--- src/rtl/bar_word_packer_if.sv ---
// Handshake bundle for bar_word_packer: element stream in, packed word stream out.
// Ports: in_valid/in_ready/in_foo/in_last (element side); out_valid/out_ready/out_bar/out_bytes/out_last (word side).
interface bar_word_packer_if #(
    parameter int FOO_W = 8,
    parameter int BAR_W = 32
);
    localparam int N  = BAR_W / FOO_W;
    localparam int BW = $clog2(N + 1);

    logic             in_valid;
    logic             in_ready;
    logic [FOO_W-1:0] in_foo;
    logic             in_last;
    logic             out_valid;
    logic             out_ready;
    logic [BAR_W-1:0] out_bar;
    logic [BW-1:0]    out_bytes;
    logic             out_last;

    modport master (
        output in_valid, in_foo, in_last, out_ready,
        input  in_ready, out_valid, out_bar, out_bytes, out_last
    );

    modport slave (
        input  in_valid, in_foo, in_last, out_ready,
        output in_ready, out_valid, out_bar, out_bytes, out_last
    );
endinterface

--- src/rtl/bar_word_packer.sv ---
// Packs FOO_W-bit elements LSB-first into BAR_W-bit words; in_last flushes a partial word.
// Ports: clk, rst (async, active-high), bus (slave side of bar_word_packer_if), word_cnt (words delivered).
module bar_word_packer #(
    parameter int FOO_W = 8,
    parameter int BAR_W = 32
) (
    input  logic                  clk,
    input  logic                  rst,
    bar_word_packer_if.slave      bus,
    output logic [15:0]           word_cnt
);
    localparam int N  = BAR_W / FOO_W;
    localparam int CW = $clog2(N);
    localparam int BW = $clog2(N + 1);

    if ((BAR_W % FOO_W) != 0 || N < 2) begin : g_bad_params
        $error("bar_word_packer: BAR_W must be a multiple of FOO_W with ratio >= 2");
    end

    typedef enum logic {EMPTY, FULL} state_t;

    state_t           state;
    logic [BAR_W-1:0] acc;
    logic [CW-1:0]    acc_cnt;
    logic [BAR_W-1:0] merged;
    logic [BAR_W-1:0] bar_q;
    logic [BW-1:0]    bytes_q;
    logic             last_q;
    logic             completes;
    logic             in_fire;
    logic             out_fire;

    assign completes = bus.in_last || (acc_cnt == CW'(N - 1));

    // Only a word-completing element needs the output register, so
    // non-completing elements keep flowing into the accumulator while stalled.
    assign bus.in_ready = !(state == FULL && !bus.out_ready &&
                            bus.in_valid && completes);

    assign in_fire  = bus.in_valid && bus.in_ready;
    assign out_fire = (state == FULL) && bus.out_ready;

    // Slots above acc_cnt are always zero in acc, which zero-fills partial words.
    always_comb begin
        merged = acc;
        merged[acc_cnt*FOO_W +: FOO_W] = bus.in_foo;
    end

    always_ff @(posedge clk or posedge rst) begin
        if (rst) begin
            state    <= EMPTY;
            acc      <= '0;
            acc_cnt  <= '0;
            bar_q    <= '0;
            bytes_q  <= '0;
            last_q   <= 1'b0;
            word_cnt <= '0;
        end else begin
            if (out_fire) begin
                word_cnt <= word_cnt + 16'd1;
                state    <= EMPTY;
            end
            if (in_fire) begin
                if (completes) begin
                    bar_q   <= merged;
                    bytes_q <= BW'(acc_cnt) + BW'(1);
                    last_q  <= bus.in_last;
                    state   <= FULL;
                    acc     <= '0;
                    acc_cnt <= '0;
                end else begin
                    acc     <= merged;
                    acc_cnt <= acc_cnt + CW'(1);
                end
            end
        end
    end

    assign bus.out_valid = (state == FULL);
    assign bus.out_bar   = bar_q;
    assign bus.out_bytes = bytes_q;
    assign bus.out_last  = last_q;
endmodule

--- src/flat_wrapper.sv ---
// flat-port wrapper written by rule: the top's interface ports become plain ports
module bar_word_packer_flat 
#(
    parameter int FOO_W = 8,
    parameter int BAR_W = 32
)
  (clk, rst, word_cnt, bus_in_valid, bus_in_foo, bus_in_last, bus_out_ready, bus_in_ready, bus_out_valid, bus_out_bar, bus_out_bytes, bus_out_last);
  bar_word_packer_if #(.FOO_W(FOO_W), .BAR_W(BAR_W)) bus_i ();
  input  logic clk;
  input  logic rst;
  output logic [15:0] word_cnt;
  input wire logic [$bits(bus_i.in_valid)-1:0] bus_in_valid;
  input wire logic [$bits(bus_i.in_foo)-1:0] bus_in_foo;
  input wire logic [$bits(bus_i.in_last)-1:0] bus_in_last;
  input wire logic [$bits(bus_i.out_ready)-1:0] bus_out_ready;
  output wire logic [$bits(bus_i.in_ready)-1:0] bus_in_ready;
  output wire logic [$bits(bus_i.out_valid)-1:0] bus_out_valid;
  output wire logic [$bits(bus_i.out_bar)-1:0] bus_out_bar;
  output wire logic [$bits(bus_i.out_bytes)-1:0] bus_out_bytes;
  output wire logic [$bits(bus_i.out_last)-1:0] bus_out_last;
  assign bus_i.in_valid = bus_in_valid;
  assign bus_i.in_foo = bus_in_foo;
  assign bus_i.in_last = bus_in_last;
  assign bus_i.out_ready = bus_out_ready;
  assign bus_in_ready = bus_i.in_ready;
  assign bus_out_valid = bus_i.out_valid;
  assign bus_out_bar = bus_i.out_bar;
  assign bus_out_bytes = bus_i.out_bytes;
  assign bus_out_last = bus_i.out_last;
  bar_word_packer #(.FOO_W(FOO_W), .BAR_W(BAR_W)) u_core (.clk(clk), .rst(rst), .bus(bus_i), .word_cnt(word_cnt));
endmodule
--- config.mk ---
export PLATFORM = sky130hd
export DESIGN_NAME = bar_word_packer_flat
export DESIGN_NICKNAME = d
export VERILOG_FILES = /design/src/rtl/bar_word_packer_if.sv /design/src/rtl/bar_word_packer.sv /design/src/flat_wrapper.sv
export SDC_FILE = /design/constraint.sdc
export NUM_CORES = 1
export LEC_CHECK = 0
export CAP_MARGIN = 0
export CORE_UTILIZATION = 50
export CTS_CLUSTER_SIZE = 8
export DETAILED_ROUTE_END_ITERATION = 8
export PLACE_DENSITY = 0.76
export SETUP_SLACK_MARGIN = 0.15
export SLEW_MARGIN = 25
export SYNTH_ARGS = -nofsm -noshare
export SYNTH_HDL_FRONTEND = slang
export SYNTH_SLANG_ARGS = --single-unit
export TNS_END_PERCENT = 5
--- constraint.sdc ---
create_clock -name clk -period 6.7 [get_ports clk]
set_input_delay 0.67 -clock clk [delete_from_list [all_inputs] [get_ports clk]]
set_output_delay 0.67 -clock clk [all_outputs]
set_load 0.02 [all_outputs]
; ---- Word level (Yosys, flattened, before mapping)
; Index checks and enable logic that the tools add are counted.
[totals]
wordCells = 29
out_inout_bits = 54
inputBits = 13
register_bits = 87
[classes]
add_sub_neg = 4
muxes = 6
n_reduce_logical = 9
shifts = 2
eq_ne = 1
[op_table]
columns = operator, n
row1 = negator 5 -> 34 bit, 1
row2 = variable shift 8 x 34 -> 32 bit (first input constant), 1
row3 = indexed part select 8 x 34 -> 32 bit, 1
row4 = bitwise mux 32 bit, 1
row5 = 2-to-1 mux 32 bit, 1
row6 = adder 16 x 1 -> 16 bit (second input constant), 1
row7 = logical AND 1 bit, 5
row8 = adder 2 x 1 -> 3 bit (second input constant), 1
row9 = 2-to-1 mux 1 bit, 3
row10 = adder 2 x 1 -> 2 bit (second input constant), 1
row11 = equality test 2 bit (second input constant), 1
row12 = logical NOT 1 bit, 2
row13 = 2-to-1 mux 2 bit, 1
row14 = AND reduction 2 bit, 1
row15 = logical OR 1 bit, 1

; ---- Longest topological paths before layout
; Gate-level depths: netlist of run 1.
[logic_depth]
depth_word = 7
mapped_depth = 8
mapped_depth_nobuf = 6

; ---- Worst setup path before layout of run 1
; OpenSTA, ideal clock, no wires.
[synth_timing]
path_kind = reg-to-output
start = reg u_core.acc_cnt[0]
end = out bus_in_ready
stages_incl_launch_ff = 6
setup_slack_ns = 4.742
arrival_ns = 1.288
t_required_ns = 6.030
n_path_buf = 1
path_cell_list = dfrtp_1 > ha_1 > or2_1 > buf_2 > nand2_1 > or2_2
[synth_via]
elab_chain_len = 4
[synth_lines]
columns = element, line_no
row1 = from (decl), bar_word_packer.sv:24  ; logic [CW-1:0] acc_cnt;
row2 = from (signal assigned), bar_word_packer.sv:73  ; acc_cnt <= acc_cnt + CW'(1);
row3 = equality test 2 bit, bar_word_packer.sv:33  ; assign completes = bus.in_last || (acc_cnt == CW'(N - 1));
row4 = logical OR 1 bit, bar_word_packer.sv:33
row5 = logical AND 1 bit, bar_word_packer.sv:38  ; bus.in_valid && completes);
row6 = logical NOT 1 bit, bar_word_packer.sv:37  ; assign bus.in_ready = !(state == FULL && !bus.out_ready &&
row7 = to (decl), flat_wrapper.sv:16  ; output wire logic [$bits(bus_i.in_ready)-1:0] bus_in_ready;
; No other way between the ends.

; ---- Worst setup path after layout of run 1
[layout_timing]
start = in bus_in_last
end = out bus_in_ready
[layout_via]
elab_chain_len = 3
[layout_lines]
columns = element, line_no
row1 = from (decl), flat_wrapper.sv:14  ; input wire logic [$bits(bus_i.in_last)-1:0] bus_in_last;
row2 = logical OR 1 bit, bar_word_packer.sv:33
row3 = logical AND 1 bit, bar_word_packer.sv:38
row4 = logical NOT 1 bit, bar_word_packer.sv:37
; No other way between the ends.

==> flow_metrics.tcl, run 1 <==
set metrics [dict create \
    gp_congestion 0.781 \
    ant_nets 0 \
    maxCapViolations 0 \
    crit_type "primary input to output port" \
    p_int_mw 0.916 \
    worst_path_max_delay_cell "clkdlybuf4s50_1" \
    design.die.area_sq_mm 0.00812 \
    ir_drop_v 0.000141 \
    crit_family "buffers and inverters" \
    area_growth_syn_to_layout_pct 23.2 \
    critPathBufInv 2 \
    worstSkewPairLatency_ns 0.35 \
    clockRootBuffer "clkbuf_8" \
    fin_setup_tns_ns 0 \
    wl_met3_um 334 \
    n_antenna_cell 0 \
    cp-start-kind "primary input" \
    top_layer "met4" \
    dp.final_hpwl_um 5470 \
    overflow 0 \
    met2_length_um 3780 \
    ios 67 \
    crit_top_cell "clkdlybuf4s50_1" \
    yosys-top-cells-count "87 x dfrtp_1, 47 x nand2_1, 32 x a21oi_1, 32 x a22o_1, 29 x o21ai_0" \
    drt-initial-drc-count 190 \
    ys_top_cells_by_area "dfrtp_1 56%, a22o_1 7.2%, nand2_1 4.5%" \
    outcome "completed" \
    power.total_mw 1.32 \
    portBuffers 66 \
    die_w_um 90.1 \
    power_frac_comb_pct 23.1 \
    path_max_fanout 6 \
    clockBufferDepth 2 \
    power_density_mw_per_mm2 275 \
    layout_min_cycle_time_ns 3.15 \
    ys_ff_latch 87 \
    track_usage_pct 21.5 \
    vias 2809 \
    antenna_found_initial 0 \
    hold_slack_ns 0.471 \
    fin_crit_sh_pct 47.0 \
    yosysTopAreaCell "dfrtp_1" \
    hp-start "u_core.word_cnt[15]" \
    synth_top_area_share_pct 56.1 \
    synthDistinctLibCells 44 \
    p_switching_mw 0.400 \
    p_leak_nw 2.15 \
    end_kind "output port" \
    grt_pass1_vias 2785 \
    seq_power_share_pct 46.6 \
    dominantRegCellSynth "dfrtp_1" \
    cts_tree "done" \
    hold_class "flip-flop to flip-flop" \
    crit_path_cell_trace "clkdlybuf4s50_1 -> or2_1 -> nand2_1 -> or2_2 -> clkdlybuf4s50_1" \
    synth_most_common_cell "dfrtp_1" \
    synth.avg_cell_area_sq_um 10.9 \
    synth-edff-count 0 \
    rows 31 \
    syn_inst 356 \
    drtPass1Iterations 4 \
    initial_core_util_pct 52.7 \
    ys_warn_count 0 \
    worst_setup_hold_path_clk_slew_ns 0.09 \
    arrival_ns 2.48 \
    swShare_pct 30.4 \
    cts_setup_buffers 0 \
    drcViolationCount 0 \
    ys_seq_area_share_pct 56.1 \
    required_ns 6.03 \
    post-route-util_pct 64.9 \
    layout.nets 433 \
    grt_max_degree 88 \
    r2r_start "u_core.acc_cnt[0]" \
    setup_viol 0 \
    viasPerCell 5.43 \
    core_area_sq_mm 0.00737 \
    hold_buffers 0 \
    maxSlewViolCount 0 \
    pwr-share-clk_pct 30.3 \
    cts_resized 0 \
    totalWireLength_um 8220 \
    grt_pass1_wl_um 13700 \
    skew_ns 0.0101 \
    cp-startpoint "bus_in_last" \
    cts.sinks 87 \
    rsz0062_at_grt "no" \
    post_route_cells_drive_above_1_share_pct 8.61 \
    worstMarginPinSlew_ns 0.786 \
    synth_fp_nets 376 \
    slew_headroom_pct 47.6 \
    cts_buffers 9 \
    netlist_area_sq_mm 0.00388 \
    wl_met1_um 3930 \
    synthArstFlopShare_pct 100 \
    cts_max_level 3 \
    finalHoldViolations 0 \
    die_h_um 90.1 \
    wl_per_cell_um 15.9 \
    crit_path_max_incr_delay_ns 0.55 \
    clock.fmax_ghz 0.318 \
]
==> layer usage <==
layer	global-route usage, %	up-vias
met5	0	-
li1	-	1344
met1	29.2	1376
met3	3.64	16
met4	9.81	0
met2	34.0	73
==> logic make-up after synthesis <==
kind of cell    share of synthesized area (%)
compound gates                           17.4
xor+xnor                                 3.39
fa+ha+maj                                2.26
buf+inv                                  3.55
flops                                    56.1
mux                                     0.580
simple gates                             16.7
==> registers in the layout, summed over array words and instances (netlist names) <==
name                  flops
u_core.bus.out_bar       32
u_core.bus.out_valid      1
u_core.word_cnt          16
u_core.acc               32
u_core.acc_cnt            2
u_core.bus.out_bytes      3
u_core.bus.out_last       1
==> metrics by stage <==
step           setup slack, ns  std cells  area [sq um]
2_1_floorplan             3.78        356          3880
3_3_place_gp              3.63        501          4550
3_5_place_dp              3.55        501          4560
4_1_cts                   3.62        517          4780
5_1_grt                   3.49        517          4780
6_report                  3.55        517          4780
==> worst paths after layout <==
kind,to,slack (ns),cells past startpoint
min,u_core.word_cnt[15],0.47,1
max in group asynchronous,u_core.acc[10],5.31,3
min reg2reg,u_core.word_cnt[15],0.47,1
max,bus_in_ready,3.55,5
min in group asynchronous,u_core.word_cnt[15],0.83,3
max reg2reg,u_core.acc[10],4.40,5
==> worst register-to-register path: stages, from the launching register on <==
cell,delay [ns]
dfrtp_1,0.51
inv_1,0.16
ha_1,0.41
and4b_1,0.57
and3_1,0.39
a22o_1,0.21
==> placed cells by master, fill, tap and decap left out, types with 3 or more instances in the layout <==
| master | Yosys | layout |
|---|---|---|
| and2b_2 | 8 | 8 |
| o21ai_1 | 6 | 6 |
| xnor2_1 | 12 | 12 |
| xor2_1 | 3 | 3 |
| dfrtp_1 | 87 | 87 |
| a22o_1 | 32 | 32 |
| ha_1 | 7 | 7 |
| nor2_1 | 5 | 5 |
| inv_1 | 4 | 3 |
| clkdlybuf4s50_1 | 0 | 66 |
| and2b_1 | 12 | 12 |
| nand3_1 | 7 | 7 |
| nand2_1 | 47 | 47 |
| clkbuf_8 | 0 | 9 |
| nor2b_1 | 15 | 15 |
| a21oi_1 | 32 | 32 |
| clkinv_2 | 0 | 3 |
| o21ai_0 | 29 | 29 |
==> final cells by class <==
class / count / area (sq um)
Clock buffer: 9 / 124
Clock inverter: 7 / 96.3
Fill cell: 613 / 2590
Inverter: 4 / 16.3
Multi-Input combinational cell: 244 / 1570
Sequential cell: 87 / 2180
Tap cell: 99 / 124
Timing Repair Buffer: 67 / 672
==> power by group through the flow <==
stage / combinational (mW) / clock [mW] / sequential, mW
2_1_floorplan: 0.138 / 0 / 0.665
3_3_place_gp: 0.300 / 0 / 0.622
3_5_place_dp: 0.305 / 0 / 0.624
4_1_cts: 0.307 / 0.407 / 0.614
5_1_grt: 0.328 / 0.426 / 0.622
6_report: 0.304 / 0.399 / 0.613
(Power assumes the default switching activity.)
==> run 2: changes to the inputs <==
Clock period 6.7 ns to 3 ns, I/O delays scaled along.
==> run 2 against run 1 <==
Compared with the run above: die area did not move; non-clock buffer count grew 3; clock-buffer cell count grew 2; total power increased by 120%; clock skew increased by 0.0041 ns; combinational power up 130%; via count increased by 1.4%; design area grew 0.50%; utilization rose by 0.32 points; sequential cell count did not move; first-iteration DRC count fell by 10%; critical path depth unchanged; largest cell class unchanged; largest power group unchanged.
==> flow_metrics.tcl, run 2 (synthesis results as in run 1) <==
set metrics [dict create \
    dp.final_hpwl_um 5820 \
    reg2reg_to "u_core.acc[2]" \
    cts_resized 0 \
    initial_core_util_pct 52.7 \
    place_area_sq_mm 0.00460 \
    cp-startpoint "u_core.acc_cnt[0]" \
    vias 2849 \
    required_ns 2.70 \
    crit_path_cell_trace "ha_1 -> or2_1 -> nand2_1 -> or2_2 -> clkdlybuf4s50_1" \
    gp_congestion 0.828 \
    layout_commonest_cell "dfrtp_1" \
    worst_setup_hold_path_clk_slew_ns 0.09 \
    reg2reg_depth 5 \
    wl_per_cell_um 16.2 \
    cts_setup_buffers 0 \
    p_leak_nw 2.16 \
    layout.nets 436 \
    crit_type "flip-flop to output port" \
    cp-start-kind "flip-flop" \
    crit_path_max_incr_delay_ns 0.53 \
    final_area_sq_mm 0.00481 \
    clockRootBuffer "clkbuf_8" \
    design.die.area_sq_mm 0.00812 \
    hold_class "primary input to async pin" \
    viasPerCell 5.48 \
    antenna_found_initial 0 \
    r2r_start "u_core.acc_cnt[0]" \
    core_area_sq_mm 0.00737 \
    cts_tree "done" \
    cts_max_level 3 \
    drt-initial-drc-count 171 \
    overflow 0 \
    cts_buffers 9 \
    area_growth_syn_to_layout_pct 23.9 \
    finalHoldViolations 0 \
    power_density_mw_per_mm2 605 \
    ios 67 \
    cts.sinks 87 \
    power.total_mw 2.91 \
    clockBufferDepth 2 \
    path_max_fanout 9 \
    grt_max_degree 48 \
    outcome "completed" \
    fin_crit_sh_pct 86.5 \
    n_antenna_cell 0 \
    maxCapViolations 0 \
    worst_slack_ns 0.404 \
    ant_nets 0 \
    drcViolationCount 0 \
    totalWireLength_um 8430 \
    drtPass1Iterations 4 \
    grt_pass1_wl_um 14200 \
    die_w_um 90.1 \
    setup_viol 0 \
    maxSlewViolCount 0 \
    fin_setup_tns_ns 0 \
    worstMarginPinSlew_ns 0.707 \
    layout_min_cycle_time_ns 2.60 \
    slew_headroom_pct 52.8 \
    grt_pass1_vias 2806 \
    pre_cts_slack_ns 0.655 \
    hold_buffers 0 \
    rows 31 \
    post_route_cells_drive_above_1_share_pct 9.26 \
    clock.fmax_ghz 0.385 \
    skew_ns 0.0142 \
    ff2ff_setup_slack_ns 0.75 \
    post-route-util_pct 65.2 \
    die_h_um 90.1 \
    rsz0062_at_grt "no" \
    arrival_ns 2.30 \
    mostFrequentLayoutCells "87 x dfrtp_1, 66 x clkdlybuf4s50_1, 47 x nand2_1" \
    ir_drop_v 0.000349 \
    worstSkewPairLatency_ns 0.36 \
    cp-endpoint "bus_in_ready" \
    end_kind "output port" \
    worst_path_max_delay_cell "clkdlybuf4s50_1" \
    portBuffers 66 \
    track_usage_pct 22.3 \
]
==> run 2: cell types whose count changed in the layout (fill, tap and decap cells not counted), sizes merged <==
cell / previous run / this run
clkinv: 5 / 4
clkbuf: 9 / 11
clkinvlp: 0 / 1
bufinv: 2 / 1
inv: 4 / 3
buf: 1 / 4
==> run 2: how the worst min path moves through the flow <==
| stage | startpoint | end | slack [ns] |
|---|---|---|---|
| floorplan | bus_in_valid | u_core.bus.out_valid | 0.42 |
| detailed placement | u_core.word_cnt[15] | u_core.word_cnt[15] | 0.47 |
| global placement | u_core.bus.out_bar[30] | u_core.bus.out_bar[30] | 0.46 |
| CTS | rst | u_core.bus.out_valid | 0.37 |
| finish | rst | u_core.bus.out_valid | 0.35 |
| global route | rst | u_core.bus.out_valid | 0.42 |
==> run 2: per-layer routing <==
layer | vias up | part of all wire (%) | wire, um | global-route usage [%]
li1 | 1348 | - | - | -
met1 | 1398 | 45 | 3770 | 31.0
met2 | 84 | 47 | 3960 | 34.7
met3 | 19 | 5.8 | 492 | 4.74
met4 | 0 | 2.5 | 209 | 7.93
met5 | - | 0 | 0 | 0
==> run 2: per-stage QoR <==
| stage | instances | hold WS [ns] |
|---|---|---|
| floorplan | 356 | 0.424 |
| global placement | 504 | 0.460 |
| detailed placement | 504 | 0.467 |
| CTS | 520 | 0.374 |
| global route | 520 | 0.420 |
| finish | 520 | 0.349 |
==> run 2: area by class of cell <==
class | count | area [sq um]
fillers | 597 | 2560
flip-flops and latches | 87 | 2180
multi-input cells | 244 | 1570
repair buffers | 70 | 716
clock buffers | 11 | 151
well taps | 99 | 124
clock inverters | 5 | 56.3
inverters | 4 | 16.3
==> run 2: critical path: cells and delay by family, from the launching register on <==
family / cells / cell delay [ns]
flops: 1 / 0.48
buf+inv: 1 / 0.53
simple gates: 3 / 0.68
fa+ha+maj: 1 / 0.25
==> run 2: power by group <==
| group | switching, mW | internal, mW | total, mW |
|---|---|---|---|
| Combinational | 0.392 | 0.301 | 0.692 |
| Sequential | 0.0919 | 1.28 | 1.37 |
| Clock | 0.413 | 0.429 | 0.842 |
==> run 3: changes to the inputs <==
Settings changed: CORE_UTILIZATION 50 to 53, HOLD_SLACK_MARGIN from default to 0.1, PLACE_DENSITY 0.76 to 0.8.
==> run 3 against run 2 <==
Compared with the run above: non-clock buffer count down 2; largest power group unchanged; utilization up 3.9 points; cell count down 0.96%; register-to-register slack worse by 0.02 ns; design area about the same.
==> flow_metrics.tcl, run 3 (synthesis results as in run 1) <==
set metrics [dict create \
    outcome "completed" \
    die_w_um 87.6 \
    grt_max_degree 56 \
    maxSlewViolCount 0 \
    hold_buffers 0 \
    finalHoldViolations 0 \
    clockBufferDepth 2 \
    antenna_found_initial 0 \
    final_area_sq_mm 0.00480 \
    area_growth_syn_to_layout_pct 23.8 \
    path_max_fanout 9 \
    maxCapViolations 0 \
    gp_congestion 0.833 \
    place_area_sq_mm 0.00458 \
    viasPerCell 5.46 \
    rows 30 \
    portBuffers 66 \
    fin_cells 515 \
    grt_pass1_vias 2683 \
    clockRootBuffer "clkbuf_8" \
    drt-initial-drc-count 206 \
    hold_slack_ns 0.312 \
    overflow 0 \
    vias 2812 \
    crit_type "flip-flop to output port" \
    fin_setup_tns_ns 0 \
    cts_tree "done" \
    placedCellCount 499 \
    arrival_ns 2.33 \
    worst_setup_hold_path_clk_slew_ns 0.08 \
    drcViolationCount 0 \
    wl_per_cell_um 16.3 \
    cts_setup_buffers 0 \
    power.total_mw 2.97 \
    crit_family "simple AND/OR/NAND/NOR gates" \
    p_leak_nw 2.16 \
    totalWireLength_um 8380 \
    hold_class "primary input to async pin" \
    worst_path_max_delay_cell "clkdlybuf4s50_1" \
    ir_drop_v 0.000332 \
    post-route-util_pct 69.2 \
    layout.nets 434 \
    power_density_mw_per_mm2 618 \
    worstSkewPairLatency_ns 0.36 \
    crit_path_max_incr_delay_ns 0.55 \
    fin_crit_sh_pct 87.5 \
    cts_max_level 3 \
    core_area_sq_mm 0.00694 \
    dp.final_hpwl_um 5730 \
    critPathBufInv 1 \
    clock.fmax_ghz 0.381 \
    skew_ns 0.00863 \
    ios 67 \
    initial_core_util_pct 55.9 \
    pre_cts_slack_ns 0.635 \
    n_antenna_cell 0 \
    crit_path_cell_trace "ha_1 -> or2_1 -> nand2_1 -> or2_2 -> clkdlybuf4s50_1" \
    cts_buffers 9 \
    ff2ff_setup_slack_ns 0.73 \
    worst_slack_ns 0.375 \
    die_h_um 87.6 \
    ant_nets 0 \
    grt_pass1_wl_um 13600 \
    end_kind "output port" \
    rsz0062_at_grt "no" \
    slew_headroom_pct 57.7 \
    post_route_cells_drive_above_1_share_pct 8.59 \
    required_ns 2.70 \
    worstMarginPinSlew_ns 0.633 \
    design.die.area_sq_mm 0.00767 \
    cp-start-kind "flip-flop" \
    cts_resized 0 \
    layout_min_cycle_time_ns 2.63 \
    drtPass1Iterations 4 \
    layout_commonest_cell "dfrtp_1" \
    mostFrequentLayoutCells "87 x dfrtp_1, 66 x clkdlybuf4s50_1, 47 x nand2_1" \
    setup_viol 0 \
    track_usage_pct 23.8 \
    cts.sinks 87 \
]
==> run 3: per-layer routing <==
| layer | vias to the layer above | track usage, % | wire length (um) |
|---|---|---|---|
| met5 | - | 0 | 0 |
| met4 | 0 | 8.49 | 164 |
| met3 | 13 | 4.15 | 458 |
| met2 | 80 | 36.6 | 3930 |
| met1 | 1372 | 34.3 | 3830 |
| li1 | 1347 | - | - |
==> run 3: power breakdown <==
| part | internal, mW | switching, mW |
|---|---|---|
| registers | 1.28 | 0.0915 |
| clock network | 0.492 | 0.419 |
| logic | 0.299 | 0.389 |
==> run 3: final cells by class <==
cell class | count | area, sq um
Clock buffer | 11 | 141
Clock inverter | 5 | 81.3
Fill cell | 545 | 2140
Inverter | 4 | 16.3
Multi-Input combinational cell | 244 | 1570
Sequential cell | 87 | 2180
Tap cell | 96 | 120
Timing Repair Buffer | 68 | 701
==> run 3: worst reg2reg max path, stage by stage (launching register included) <==
cell and delay (ns):
dfrtp_1 0.49, inv_1 0.15, ha_1 0.42, nor3_2 0.56, and2_1 0.40, a22o_1 0.20
==> run 3: worst paths after layout <==
kind,start,to,cells past startpoint
worst max-delay path,u_core.acc_cnt[0],bus_in_ready,5
worst min-delay path,rst,u_core.word_cnt[9],2
worst max register to register,u_core.acc_cnt[0],u_core.acc[26],5
worst min register to register,u_core.bus.out_bar[31],u_core.bus.out_bar[31],2
max in group asynchronous,rst,u_core.bus.out_bytes[2],3
min in group clk,u_core.bus.out_bar[31],u_core.bus.out_bar[31],2
